### src/rtl/multiplicador_fd_if.sv
// Control/status bundle between the shift-and-add multiplier controller and its datapath.
interface multiplicador_fd_if #(
  parameter int unsigned N = 4
);
  logic         a_rst;
  logic         a_en;
  logic         a_ld;
  logic         b_en;
  logic         b_ld;
  logic         q_en;
  logic         q_ld;
  logic         cnt_en;
  logic         cnt_ld;
  logic [N-1:0] mcand;
  logic [N-1:0] mplier;
  logic         qlsb;
  logic         zero;
  logic [2*N-1:0] product;

  modport master (
    output a_rst, a_en, a_ld, b_en, b_ld, q_en, q_ld, cnt_en, cnt_ld, mcand, mplier,
    input  qlsb, zero, product
  );

  modport slave (
    input  a_rst, a_en, a_ld, b_en, b_ld, q_en, q_ld, cnt_en, cnt_ld, mcand, mplier,
    output qlsb, zero, product
  );
endinterface

### src/rtl/multiplicador_fd.sv
// Shift-and-add unsigned multiplier datapath: {C,A,Q} accumulator/shifter, B operand, iteration
// counter. Every register is strobed independently by the controller.
module multiplicador_fd #(
  parameter int unsigned N = 4
) (
  input  logic                clk_i,
  input  logic                rst_ni,
  multiplicador_fd_if.slave   bus
);

  localparam int unsigned CW = (N > 2) ? $clog2(N) : 1;

  logic [N-1:0]  a_q, a_d;
  logic          c_q, c_d;
  logic [N-1:0]  b_q, b_d;
  logic [N-1:0]  q_q, q_d;
  logic [CW-1:0] cnt_q, cnt_d;

  always_comb begin
    a_d = a_q;
    c_d = c_q;
    if (bus.a_rst) begin
      a_d = '0;
      c_d = 1'b0;
    end else if (bus.a_en) begin
      if (bus.a_ld) begin
        {c_d, a_d} = {1'b0, a_q} + {1'b0, b_q};
      end else begin
        a_d = {c_q, a_q[N-1:1]};
        c_d = 1'b0;
      end
    end
  end

  // Q shifts in the pre-edge A[0], so {C,A,Q} moves as one wide shift register.
  always_comb begin
    q_d = q_q;
    if (bus.q_en) begin
      q_d = bus.q_ld ? bus.mplier : {a_q[0], q_q[N-1:1]};
    end
  end

  always_comb begin
    b_d = b_q;
    if (bus.b_en && bus.b_ld) begin
      b_d = bus.mcand;
    end
  end

  // Decrement wraps freely; the controller samples zero before the decrementing shift.
  always_comb begin
    cnt_d = cnt_q;
    if (bus.cnt_en) begin
      cnt_d = bus.cnt_ld ? CW'(N - 1) : cnt_q - CW'(1);
    end
  end

  always_ff @(posedge clk_i or negedge rst_ni) begin
    if (!rst_ni) begin
      a_q   <= '0;
      c_q   <= 1'b0;
      b_q   <= '0;
      q_q   <= '0;
      cnt_q <= '0;
    end else begin
      a_q   <= a_d;
      c_q   <= c_d;
      b_q   <= b_d;
      q_q   <= q_d;
      cnt_q <= cnt_d;
    end
  end

  assign bus.qlsb    = q_q[0];
  assign bus.zero    = (cnt_q == '0);
  assign bus.product = {a_q, q_q};

endmodule
### src/flat_wrapper.sv
// flat-port wrapper written by rule: the top's interface ports become plain ports
module multiplicador_fd_flat 
#(
  parameter int unsigned N = 4
)
  (clk_i, rst_ni, bus_a_rst, bus_a_en, bus_a_ld, bus_b_en, bus_b_ld, bus_q_en, bus_q_ld, bus_cnt_en, bus_cnt_ld, bus_mcand, bus_mplier, bus_qlsb, bus_zero, bus_product);
  multiplicador_fd_if #(.N(N)) bus_i ();
  input  logic clk_i;
  input  logic rst_ni;
  input wire logic [$bits(bus_i.a_rst)-1:0] bus_a_rst;
  input wire logic [$bits(bus_i.a_en)-1:0] bus_a_en;
  input wire logic [$bits(bus_i.a_ld)-1:0] bus_a_ld;
  input wire logic [$bits(bus_i.b_en)-1:0] bus_b_en;
  input wire logic [$bits(bus_i.b_ld)-1:0] bus_b_ld;
  input wire logic [$bits(bus_i.q_en)-1:0] bus_q_en;
  input wire logic [$bits(bus_i.q_ld)-1:0] bus_q_ld;
  input wire logic [$bits(bus_i.cnt_en)-1:0] bus_cnt_en;
  input wire logic [$bits(bus_i.cnt_ld)-1:0] bus_cnt_ld;
  input wire logic [$bits(bus_i.mcand)-1:0] bus_mcand;
  input wire logic [$bits(bus_i.mplier)-1:0] bus_mplier;
  output wire logic [$bits(bus_i.qlsb)-1:0] bus_qlsb;
  output wire logic [$bits(bus_i.zero)-1:0] bus_zero;
  output wire logic [$bits(bus_i.product)-1:0] bus_product;
  assign bus_i.a_rst = bus_a_rst;
  assign bus_i.a_en = bus_a_en;
  assign bus_i.a_ld = bus_a_ld;
  assign bus_i.b_en = bus_b_en;
  assign bus_i.b_ld = bus_b_ld;
  assign bus_i.q_en = bus_q_en;
  assign bus_i.q_ld = bus_q_ld;
  assign bus_i.cnt_en = bus_cnt_en;
  assign bus_i.cnt_ld = bus_cnt_ld;
  assign bus_i.mcand = bus_mcand;
  assign bus_i.mplier = bus_mplier;
  assign bus_qlsb = bus_i.qlsb;
  assign bus_zero = bus_i.zero;
  assign bus_product = bus_i.product;
  multiplicador_fd #(.N(N)) u_core (.clk_i(clk_i), .rst_ni(rst_ni), .bus(bus_i));
endmodule
### config.mk
export PLATFORM = sky130hd
export DESIGN_NAME = multiplicador_fd_flat
export DESIGN_NICKNAME = d
export VERILOG_FILES = /design/src/rtl/multiplicador_fd_if.sv /design/src/rtl/multiplicador_fd.sv /design/src/flat_wrapper.sv
export SDC_FILE = /design/constraint.sdc
export NUM_CORES = 1
export LEC_CHECK = 0
export CORE_MARGIN = 2
export CORE_UTILIZATION = 49
export CTS_BUF_LIST = sky130_fd_sc_hd__clkbuf_4
export CTS_CLUSTER_DIAMETER = 60
export DETAILED_ROUTE_END_ITERATION = 6
export GPL_TIMING_DRIVEN = 0
export PLACE_DENSITY_LB_ADDON = 0.25
export SLEW_MARGIN = 40
export SYNTH_ARGS = -nofsm -noshare
export SYNTH_HDL_FRONTEND = slang
export SYNTH_SLANG_ARGS = --single-unit
### constraint.sdc
create_clock -name clk_i -period 2.4 [get_ports clk_i]
set_input_delay 0.48 -clock clk_i [delete_from_list [all_inputs] [get_ports clk_i]]
set_output_delay 0.48 -clock clk_i [all_outputs]
set_load 0.1 [all_outputs]
After elaboration in Yosys (flattened, before gate mapping) --
Cells that the tools add are included.
Word-level totals: logic and storage cells 18, bits in latches 0, bits in read-only memories 0, bits in registers 15, output and inout port bits 10, memories kept 0, RAM bits 0, input port bits 19
Operators by class: equality and inequality tests 0, bitwise logic cells 0, shifts and indexed selects 0, div/mod/pow operators 0, reductions and logical operators 3, multiply operators 0, add/sub/neg operators 2, muxes and demuxes 8, magnitude comparators 0
Operator list (count):
- 2-to-1 mux 4 bit | 4
- adder 4 x 4 -> 5 bit | 1
- 2-to-1 mux 1 bit | 3
- logical NOT 2 bit | 1
- 2-to-1 mux 2 bit | 1
- nonzero test 2 bit | 1
- subtractor 2 x 1 -> 2 bit, second input constant | 1
- logical AND 1 bit | 1

Depth between registers and ports, before layout --
depth after elaboration 4, mapped depth 6, gate-level depth less buffers 6

Worst setup path after synthesis --
Ideal clock, no wire load.
path kind register -> register, start register u_core.a_q[0], end register u_core.c_q, cell stages (with the launch flop) 7, arrival 2.053 ns, buffers on the path 0, clock period less this slack 2.171 ns, setup slack 0.229 ns, required time 2.282 ns, library setup time 0.118 ns, path through dfrtp_1 -> ha_1 -> fa_1 -> a21o_2 -> a21oi_1 -> o22ai_1 -> nor2b_1
On the way: longest elaborated chain between the ends 4
RTL lines:
- start: declaration | RTL line multiplicador_fd.sv:13 | logic [N-1:0] a_q, a_d;
- start signal: assignment | RTL line multiplicador_fd.sv:60 | a_q <= '0;
- start signal: assignment | RTL line multiplicador_fd.sv:66 | a_q <= a_d;
- adder 4 x 4 -> 5 bit | RTL line multiplicador_fd.sv:27 | {c_d, a_d} = {1'b0, a_q} + {1'b0, b_q};
- 2-to-1 mux 1 bit | RTL line multiplicador_fd.sv:26 | if (bus.a_ld) begin
- 2-to-1 mux 1 bit | RTL line multiplicador_fd.sv:25 | end else if (bus.a_en) begin
- 2-to-1 mux 1 bit | RTL line multiplicador_fd.sv:22 | if (bus.a_rst) begin
- end signal: assignment | RTL line multiplicador_fd.sv:61 | c_q <= 1'b0;
- end signal: assignment | RTL line multiplicador_fd.sv:67 | c_q <= c_d;
- end: declaration | RTL line multiplicador_fd.sv:14 | logic c_q, c_d;
Every way passes these cells. The select of a mux whose other input is x is not followed. A chain may end at the register's enable or synchronous reset.

Final worst setup path --
Same ends and word-level chain as after synthesis.

==> summary.txt <==
Setup path
  • Arr. time, crit path: 1.93 ns
  • Reg-to-reg critical path startpoint: u_core.a_q[0]
  • WP data required: 2.56 ns
  • RR Endpoint: u_core.c_q
  • Critical path launch point type: flop
  • Critical path type: reg -> reg
  • Crit Path Max Fanout: 4
  • Reg2Reg Depth: 6
  • Reg2reg setup slack: 0.64 ns
  • Crit. End Element: flop

STA
  • Final TNS setup: 0 ns
  • RSZ-0062 raised after global routing: no
  • Max Slew Vio Count: 0
  • Final Hold Vio Count: 0
  • Fmax: 0.567 GHz
  • Final worst path period need: 1.76 ns
  • Max_slew headroom: 56.9%
  • Least-Margin Pin Slew: 0.644 ns
  • Final setup vio count: 0
  • Final worst slack: 0.635 ns
  • Crit share post-route: 73.5%
  • Post-route clock skew: 0.00264 ns
  • Final hold slack: 0.503 ns

Clocking
  • Clock Latency Late Sink: 0.27 ns
  • CTS Hold Buffers Added: 0
  • Postcts setup bufs: 0
  • Worst-path clk slew: 0.08 ns
  • CTS tree: built
  • CTS Buf Count: 3
  • Clk sinks: 15
  • Root Driver: clkbuf_4
  • H-tree levels: 1
  • CTS resizes: 0
  • Clock Path Buffers: 2

Final layout
  • Seq. cell area: 375 um2
  • Area of the multi-input gates: 388 um2
  • N_diodes: 0
  • Fill cells: 122
  • Final #Nets: 130
  • Utilization after layout: 68.6%
  • Layout cell share with drive strength beyond 1: 24.0%
  • Post-route cell area: 1040 um2
  • Fin cells: 120
  • P&R area growth vs syn: 29.9%

Drt
  • Routed length per instance: 11.7 um
  • DRC: 0
  • Iter 0 DRT Violations: 7
  • DRT Pass-1 Iters: 4
  • DR vias/cell: 5.18
  • Vias: 621
  • Final wirelength: 1400 um
  • Final ANT Viol Nets: 0

Synth
  • Share of the synthesized area in the top cell type: 46.7%
  • Synth cell types: 24
  • Count leader, synth: dfrtp_1
  • Post-synth ARST share: 100%
  • Syn_area_per_cell: 10.6 um2
  • Synth Flop Type: dfrtp_1
  • Synth warn: 0
  • Post-synthesis sequential area ratio: 46.7%
  • Most common library cells after synthesis: dfrtp_1, nor2_1, a21oi_1, mux2i_1, ha_1
  • Biggest area consumer among synthesized cells: dfrtp_1
  • Post-synthesis cell area: 805 um2
  • #FFs+latches synth: 15
  • Main area contributors after synthesis: dfrtp_1, mux2i_1, ha_1
  • Post-synth EDFFs: 0
  • Syn Inst Count: 76
  • Mapped Nets: 101

Floorplan
  • Die X: 44.5 um
  • Row count: 14
  • # IOs: 29
  • Initial Util: 52.8%
  • Core region area: 1520 um2
  • Full die area: 1980 um2
  • Chip height: 44.5 um

Min path
  • Worst hold path class: in -> reg
  • Hold Crit Start: bus_a_en
  • Hold Path Stages: 2
  • Hold endpoint: u_core.a_q[0]

Power
  • PnR Total Power: 0.743 mW
  • Pleak: 0.512 nW
  • Peak supply drop: 367 uV
  • Pwr dens: 711 nW/um2

Placement
  • Dpl hpwl: 1130 um
  • Port bufs: 24
  • DP Worst Slack: 0.655 ns
  • Placed cell count: 116
  • Cell Area, Placed: 1010 um2
  • RD Place Congestion: 0.866

Global route
  • Initial antenna violation count: 0
  • Vias in the first global route: 574
  • First-pass GRT wire length: 2410 um
  • Largest net degree at the start of global routing: 16
  • GR Util All Layers: 16.9%
  • Grt total ovfl: 0

Status
  • Status: complete, no violations

Flow run
  • # Max-Cap Violations: 0
## routing by layer
| metal | track usage, % | share of wire (%) | wire length [um] | vias up |
|---|---|---|---|---|
| li1 | - | - | - | 317 |
| met1 | 22.6 | 45 | 628 | 275 |
| met2 | 27.2 | 47 | 657 | 25 |
| met3 | 2.45 | 6.9 | 97 | 4 |
| met4 | 7.27 | 1.3 | 18 | 0 |
| met5 | 0 | 0 | 0 | - |
## worst max-delay path, cell delays in order, from the launching register on
cell,delay (ns)
dfrtp_1,0.42
ha_1,0.24
fa_1,0.41
a21o_2,0.21
a21oi_1,0.15
o22ai_1,0.09
nor2b_1,0.13
## power breakdown
group          internal [mW]  switching, mW  total, mW  leakage, nW
Combinational         0.0890          0.202      0.291        0.315
Sequential             0.282         0.0232      0.305        0.179
Clock                 0.0756         0.0716      0.147       0.0184
Total                  0.447          0.296      0.743        0.512
## layout make-up
cell class | count | share of cell area (%)
repair buffers | 24 | 18.2
well taps | 16 | 1.92
plain buffers | 5 | 2.51
clock buffers | 4 | 2.87
multi-input cells | 52 | 37.1
inverters | 4 | 1.44
flip-flops and latches | 15 | 35.9
## sequential cells by signal, summed over array words and instances, names as in the netlist
signal / count
u_core.c_q: 1
u_core.cnt_q: 2
u_core.q_q: 4
u_core.b_q: 4
u_core.a_q: 4
## layout by cell type (no fill, tap or decap), drive strengths merged
master,instances
a211oi,3
a21o,1
a21oi,8
a31oi,2
and3,2
buf,14
clkbuf,5
clkdlybuf4s50,14
dfrtp,15
fa,1
ha,5
inv,4
mux2,4
mux2i,7
nand2,2
nand3,1
nor2,11
nor2b,1
o21ai,2
o22ai,1
xnor2,1
## worst max-delay path by stage
stage	startpoint	endpoint	slack [ns]	cells past startpoint
floorplan	u_core.a_q[0]	u_core.c_q	0.23	6
global placement	u_core.cnt_q[0]	bus_zero	0.24	3
detailed placement	u_core.a_q[0]	u_core.c_q	0.65	6
CTS	u_core.a_q[0]	u_core.c_q	0.63	6
global route	u_core.a_q[0]	u_core.c_q	0.54	6
finish	u_core.a_q[0]	u_core.c_q	0.64	6
## logic make-up (layout without fill, tap and decap cells)
logic type	count (synthesis)	after routing	share of synthesized area, %
AND/OR/NAND/NOR	17	17	9.02
XOR/XNOR	1	1	1.09
buffers and inverters	9	37	5.13
multiplexers	11	11	14.3
AO/OA/AOI/OAI	17	17	13.5
flip-flops	15	15	46.7
adder cells (fa/ha/maj)	6	6	10.3
Power figures use the tool's default switching activity.
